### config.mk
export PLATFORM = sky130hd
export DESIGN_NAME = mem_port_arbiter
export DESIGN_NICKNAME = d
export VERILOG_FILES = /design/src/rtl/mem_port_arbiter.sv
export SDC_FILE = /design/constraint.sdc
export NUM_CORES = 1
export LEC_CHECK = 0
export ABC_CLOCK_PERIOD_IN_PS = 1810
export CAP_MARGIN = 20
export CORE_MARGIN = 1
export CORE_UTILIZATION = 41
export CTS_BUF_LIST = sky130_fd_sc_hd__clkbuf_8
export DETAILED_ROUTE_END_ITERATION = 12
export PLACE_DENSITY = 0.8
export SETUP_SLACK_MARGIN = 0.5
export SLEW_MARGIN = 20
export SYNTH_ARGS = -nofsm -noshare
export SYNTH_HDL_FRONTEND = slang
export SYNTH_SLANG_ARGS = --single-unit
### constraint.sdc
create_clock -name clk -period 1.81 [get_ports clk]
set_input_delay 0.543 -clock clk [delete_from_list [all_inputs] [get_ports clk]]
set_output_delay 0.543 -clock clk [all_outputs]
set_load 0.02 [all_outputs]
### src/rtl/mem_port_arbiter.sv
// -----------------------------------------------------------------------------
// mem_port_arbiter
//
// Round-robin arbiter that funnels read/write requests from NUM_CH masters onto
// a single memory port. A granted access issues a one-cycle strobe, waits for
// mem_ack (or gives up after TIMEOUT wait cycles), then reports completion,
// timeout error and read data back to the owning channel.
//
// Ports:
//   clk        - single clock, all logic on posedge
//   rst        - synchronous active-low reset
//   ch_req     - per-channel request, held high until ch_grant
//   ch_we      - per-channel direction, 1 = write, 0 = read
//   ch_addr    - packed addresses, channel i at [i*ADDR_W +: ADDR_W]
//   ch_wdata   - packed write data, channel i at [i*DATA_W +: DATA_W]
//   ch_grant   - one-hot, one-cycle pulse when a request is accepted
//   ch_done    - one-hot, one-cycle pulse when the access completes
//   ch_err     - one-cycle pulse with ch_done when the access timed out
//   ch_rdata   - read data of the last completed read
//   mem_busy   - memory busy, blocks the start of a new access
//   mem_rd     - one-cycle read strobe
//   mem_wr     - one-cycle write strobe
//   mem_addr   - access address, held until the next grant
//   mem_wdata  - write data, held until the next grant
//   mem_rdata  - read data, valid with mem_ack
//   mem_ack    - access complete
// -----------------------------------------------------------------------------
module mem_port_arbiter #(
   parameter int NUM_CH  = 2,
   parameter int ADDR_W  = 16,
   parameter int DATA_W  = 8,
   parameter int TIMEOUT = 15
) (
   input  logic                       clk,
   input  logic                       rst,
   input  logic [NUM_CH-1:0]          ch_req,
   input  logic [NUM_CH-1:0]          ch_we,
   input  logic [NUM_CH*ADDR_W-1:0]   ch_addr,
   input  logic [NUM_CH*DATA_W-1:0]   ch_wdata,
   output logic [NUM_CH-1:0]          ch_grant,
   output logic [NUM_CH-1:0]          ch_done,
   output logic [NUM_CH-1:0]          ch_err,
   output logic [DATA_W-1:0]          ch_rdata,
   input  logic                       mem_busy,
   output logic                       mem_rd,
   output logic                       mem_wr,
   output logic [ADDR_W-1:0]          mem_addr,
   output logic [DATA_W-1:0]          mem_wdata,
   input  logic [DATA_W-1:0]          mem_rdata,
   input  logic                       mem_ack
);

   localparam int CH_W  = $clog2(NUM_CH);
   localparam int TMR_W = $clog2(TIMEOUT + 1);

   localparam logic [NUM_CH-1:0] CH_ONE    = NUM_CH'(1);
   localparam logic [CH_W-1:0]   CH_LAST   = CH_W'(NUM_CH - 1);
   localparam logic [TMR_W-1:0]  TMR_LIMIT = TMR_W'(TIMEOUT - 1);

   typedef enum logic [1:0] {
      ST_IDLE,
      ST_ISSUE,
      ST_WAIT,
      ST_DONE
   } state_t;

   state_t              state_q,      state_d;
   logic [TMR_W-1:0]    timer_q,      timer_d;
   logic [CH_W-1:0]     last_grant_q, last_grant_d;
   logic                we_q,         we_d;
   logic [NUM_CH-1:0]   ch_grant_q,   ch_grant_d;
   logic [NUM_CH-1:0]   ch_done_q,    ch_done_d;
   logic [NUM_CH-1:0]   ch_err_q,     ch_err_d;
   logic [DATA_W-1:0]   ch_rdata_q,   ch_rdata_d;
   logic                mem_rd_q,     mem_rd_d;
   logic                mem_wr_q,     mem_wr_d;
   logic [ADDR_W-1:0]   mem_addr_q,   mem_addr_d;
   logic [DATA_W-1:0]   mem_wdata_q,  mem_wdata_d;

   // Per-channel views of the packed address/data buses.
   logic [ADDR_W-1:0]   addr_arr  [NUM_CH];
   logic [DATA_W-1:0]   wdata_arr [NUM_CH];

   for (genvar g = 0; g < NUM_CH; g++) begin : g_unpack
      assign addr_arr[g]  = ch_addr[g*ADDR_W +: ADDR_W];
      assign wdata_arr[g] = ch_wdata[g*DATA_W +: DATA_W];
   end

   // Round-robin search: first requester strictly above last_grant, else the
   // first requester at or below it (the wrap-around half).
   logic                found;
   logic [CH_W-1:0]     winner;
   logic                start;
   logic                timer_expired;

   always_comb begin
      // NOTE: every variable written in a combinational block gets a default
      // first; a path that leaves one unassigned would infer a latch.
      found  = 1'b0;
      winner = '0;
      for (int i = 0; i < NUM_CH; i++) begin
         if (!found && ch_req[i] && (i > int'(last_grant_q))) begin
            found  = 1'b1;
            winner = CH_W'(i);
         end
      end
      for (int i = 0; i < NUM_CH; i++) begin
         if (!found && ch_req[i] && (i <= int'(last_grant_q))) begin
            found  = 1'b1;
            winner = CH_W'(i);
         end
      end
   end

   assign start         = (state_q == ST_IDLE) && !mem_busy && found;
   assign timer_expired = (timer_q == TMR_LIMIT);

   // State register.
   always_ff @(posedge clk) begin
      // NOTE: sequential state uses non-blocking assignments so every flop
      // samples the pre-edge values, independent of statement order.
      if (!rst) begin
         state_q      <= ST_IDLE;
         timer_q      <= '0;
         last_grant_q <= CH_LAST;
         we_q         <= 1'b0;
         ch_grant_q   <= '0;
         ch_done_q    <= '0;
         ch_err_q     <= '0;
         ch_rdata_q   <= '0;
         mem_rd_q     <= 1'b0;
         mem_wr_q     <= 1'b0;
         mem_addr_q   <= '0;
         mem_wdata_q  <= '0;
      end else begin
         state_q      <= state_d;
         timer_q      <= timer_d;
         last_grant_q <= last_grant_d;
         we_q         <= we_d;
         ch_grant_q   <= ch_grant_d;
         ch_done_q    <= ch_done_d;
         ch_err_q     <= ch_err_d;
         ch_rdata_q   <= ch_rdata_d;
         mem_rd_q     <= mem_rd_d;
         mem_wr_q     <= mem_wr_d;
         mem_addr_q   <= mem_addr_d;
         mem_wdata_q  <= mem_wdata_d;
      end
   end

   // Next-state logic.
   always_comb begin
      state_d = state_q;
      case (state_q)
         ST_IDLE:  if (start) state_d = ST_ISSUE;
         ST_ISSUE: state_d = ST_WAIT;
         ST_WAIT:  if (mem_ack || timer_expired) state_d = ST_DONE;
         ST_DONE:  state_d = ST_IDLE;
         default:  state_d = ST_IDLE;
      endcase
   end

   // Output and datapath logic. Pulses default to 0; held values default to
   // their current contents.
   always_comb begin
      ch_grant_d   = '0;
      ch_done_d    = '0;
      ch_err_d     = '0;
      mem_rd_d     = 1'b0;
      mem_wr_d     = 1'b0;
      timer_d      = timer_q;
      last_grant_d = last_grant_q;
      we_d         = we_q;
      ch_rdata_d   = ch_rdata_q;
      mem_addr_d   = mem_addr_q;
      mem_wdata_d  = mem_wdata_q;

      case (state_q)
         ST_IDLE: begin
            if (start) begin
               ch_grant_d   = CH_ONE << winner;
               we_d         = ch_we[winner];
               mem_rd_d     = !ch_we[winner];
               mem_wr_d     = ch_we[winner];
               mem_addr_d   = addr_arr[winner];
               mem_wdata_d  = wdata_arr[winner];
               last_grant_d = winner;
            end
         end
         ST_ISSUE: begin
            timer_d = '0;
         end
         ST_WAIT: begin
            // An ack on the expiry cycle takes priority over the timeout.
            if (mem_ack) begin
               if (!we_q) ch_rdata_d = mem_rdata;
               ch_done_d = CH_ONE << last_grant_q;
            end else if (timer_expired) begin
               ch_done_d = CH_ONE << last_grant_q;
               ch_err_d  = CH_ONE << last_grant_q;
            end else begin
               timer_d = timer_q + TMR_W'(1);
            end
         end
         default: ;
      endcase
   end

   assign ch_grant  = ch_grant_q;
   assign ch_done   = ch_done_q;
   assign ch_err    = ch_err_q;
   assign ch_rdata  = ch_rdata_q;
   assign mem_rd    = mem_rd_q;
   assign mem_wr    = mem_wr_q;
   assign mem_addr  = mem_addr_q;
   assign mem_wdata = mem_wdata_q;

endmodule
==> impl_metrics.py <==
metrics = {
    "status": {
        "status": "finished clean",
    },
    "synthesis": {
        "syn_area_um2": 2080,
        "ys_warn_count": 0,
        "synth_cell_types": 36,
        "syn_area_per_cell_um2": 9.96,
        "syn-num-nets": 279,
        "ys_seq_area_share_pct": 46.2,
        "ys_seq_elements": 48,
        "syn_inst": 209,
    },
    "cts": {
        "clk_latency_ns": 0.30,
        "cts.sinks": 48,
        "clockBufferDepth": 2,
        "cts_buffers": 5,
        "cts.htree.levels": 2,
        "clkTransAtPathRegs_ns": 0.09,
        "cts-root-buf": "clkbuf_8",
        "cts_tree": "yes",
    },
    "pwr": {
        "powerDensity_nw_per_um2": 1030,
        "ir_worst_vdd_uv": 788,
        "power.total_mw": 4.06,
        "power.leakage_nw": 1.72,
    },
    "floorplan": {
        "die_y_um": 73.3,
        "die_area_um2": 5370,
        "ios": 104,
        "die_x_um": 73.3,
        "initial_core_util_pct": 43.2,
        "row_count": 25,
        "core_um2": 4820,
    },
    "placed_design": {
        "dp_hpwl_um": 3970,
        "place_ws_ns": -0.201,
        "port_buffers": 103,
        "dpl-instance-area_um2": 3300,
        "gp_congestion": 0.747,
    },
    "timing": {
        "setup_violations": 0,
        "timing.fmax_ghz": 0.669,
        "finalHoldViolCount": 0,
        "setup_slack_ns": 0.315,
        "fin_crit_sh_pct": 82.6,
        "worst_pin_slew_ns": 0.340,
        "setup_tns_ns": 0,
        "skew_ns": 0.00596,
        "relSlewSlack_pct": 77.3,
        "whs_ns": 0.487,
        "rsz0062_at_grt": "true",
        "fin_crit_ns": 1.49,
        "drv_slew": 0,
    },
    "routing": {
        "wl_met3_um": 511,
        "totalWireLength_um": 7090,
        "wl_met2_um": 3660,
        "avgViaCountPerCell": 5.33,
        "wl_met1_um": 2810,
        "drtIter0Drc": 152,
        "first_pass_iters": 4,
        "highest_layer": "met4",
        "num_vias": 2214,
        "wire_per_inst_um": 17.1,
        "ant_nets": 0,
        "drc": 0,
    },
    "final_layout": {
        "final_net_count": 417,
        "final_common_cell": "clkdlybuf4s50_1",
        "post-route-cell-area_um2": 3950,
        "final_cell_mix": "58 x clkdlybuf4s50_1, 43 x buf_6, 42 x dfxtp_2, 28 x buf_4",
        "drive_gt1_share_pct": 48.6,
        "syn2layout_area_growth_pct": 89.9,
        "antenna_cells": 0,
    },
    "global_route": {
        "grt_pass1_vias": 2123,
        "grt_usage_pct": 24.4,
        "grt_overflow_total": 0,
        "grt_max_degree": 26,
        "antenna_found_initial": 0,
        "grt_pass1_wl_um": 10000,
    },
    "critical_path": {
        "startpoint_type": "register",
        "cp.required_ns": 2.04,
        "end_kind": "register",
        "arrival_ns": 1.73,
        "cp_max_fo": 11,
        "critical_path_class": "reg2reg",
    },
    "job": {
        "max_cap_viol_count": 0,
    },
    "min_path": {
        "hold_path_class": "reg2reg",
    },
}
==> sequential cells by signal, summed over array words and instances (netlist names), 2 cells and up <==
register and cells:
ch_grant 2, timer_q 4, state_q 2, ch_rdata 8
ch_done 2, mem_addr 16, ch_err 2, mem_wdata 8
==> final timing paths <==
check	end	depth (start not counted)	from	slack, ns
worst max-delay path	mem_addr[7]	7	state_q[0]	0.32
worst min register to register	we_q	1	we_q	0.49
worst max register to register	mem_addr[7]	7	state_q[0]	0.32
worst min-delay path	we_q	1	we_q	0.49
==> logic make-up after synthesis <==
| group | synth area share, % |
|---|---|
| AND/OR/NAND/NOR | 18.0 |
| flip-flops | 46.2 |
| buffers and inverters | 9.07 |
| AO/OA/AOI/OAI | 17.4 |
| multiplexers | 5.77 |
| adder cells (fa/ha/maj) | 3.61 |
==> metrics by stage <==
stage / instances / utilization (%)
global placement: 380 / 68.6
finish: 415 / 82.1
floorplan: 209 / -
CTS: 407 / 76.1
detailed placement: 380 / 68.6
global route: 415 / 82.1
==> critical path, cell delays in order, from the launching register on <==
cell	delay [ns]
dfxtp_2	0.35
inv_4	0.08
ha_4	0.18
nand3b_4	0.11
buf_4	0.17
buf_12	0.15
nor3_1	0.23
a221o_1	0.17
==> cell usage after synthesis, drive strengths merged <==
cell | number | share of area (%)
a21oi | 1 | 0.24
a221o | 24 | 12
ha | 6 | 3.6
a31o | 1 | 0.42
clkbuf | 5 | 0.90
nand2 | 3 | 0.54
o21bai | 1 | 0.36
or3 | 1 | 0.30
nand2b | 2 | 0.72
mux2i | 12 | 5.8
inv | 28 | 5.0
buf | 8 | 3.1
a21bo | 1 | 0.48
nor2b | 10 | 3.0
nor3b | 2 | 1.3
nand3 | 6 | 1.4
o211a | 1 | 0.48
and3 | 2 | 0.60
nor2 | 4 | 0.72
o21ai | 1 | 0.24
a31oi | 1 | 0.30
nor3 | 26 | 6.2
nor4b | 1 | 0.42
a22oi | 1 | 0.36
a21boi | 2 | 0.72
o211ai | 2 | 0.72
o21a | 1 | 0.72
o2bb2ai | 1 | 0.42
a211o | 1 | 0.42
nand3b | 5 | 2.4
dfxtp | 48 | 46
nor4 | 1 | 0.30
==> layout make-up <==
class,instances,area [um2]
multi-input combinational,122,1140
timing repair buffer,142,1490
fill,279,863
tap,67,83.8
clock buffer,5,68.8
clock inverter,3,42.5
inverter,28,110
sequential,48,1020
==> report_power, final <==
group | total (mW) | internal, mW | switching (mW)
Clock | 0.780 | 0.409 | 0.371
Sequential | 1.39 | 1.26 | 0.134
Combinational | 1.89 | 1.05 | 0.837
Total | 4.06 | 2.72 | 1.34
==> what timing repair did <==
| action | in CTS | in global routing |
|---|---|---|
| endpoints found under the setup margin | 88 | 84 |
| pin swaps | 5 | 9 |
| buffers inserted | 16 | 6 |
| hold buffers | 0 | 0 |
| gates cloned | 3 | 2 |
| gates resized for setup | 277 | 58 |
| hold endpoints to repair | 0 | 0 |
==> metal layers <==
| metal | vias to the layer above | global-route usage, % |
|---|---|---|
| li1 | 1028 | - |
| met1 | 1072 | 29.0 |
| met2 | 101 | 45.0 |
| met3 | 13 | 3.57 |
| met4 | 0 | 7.63 |
| met5 | - | 0 |
(Power assumes the default switching activity.)
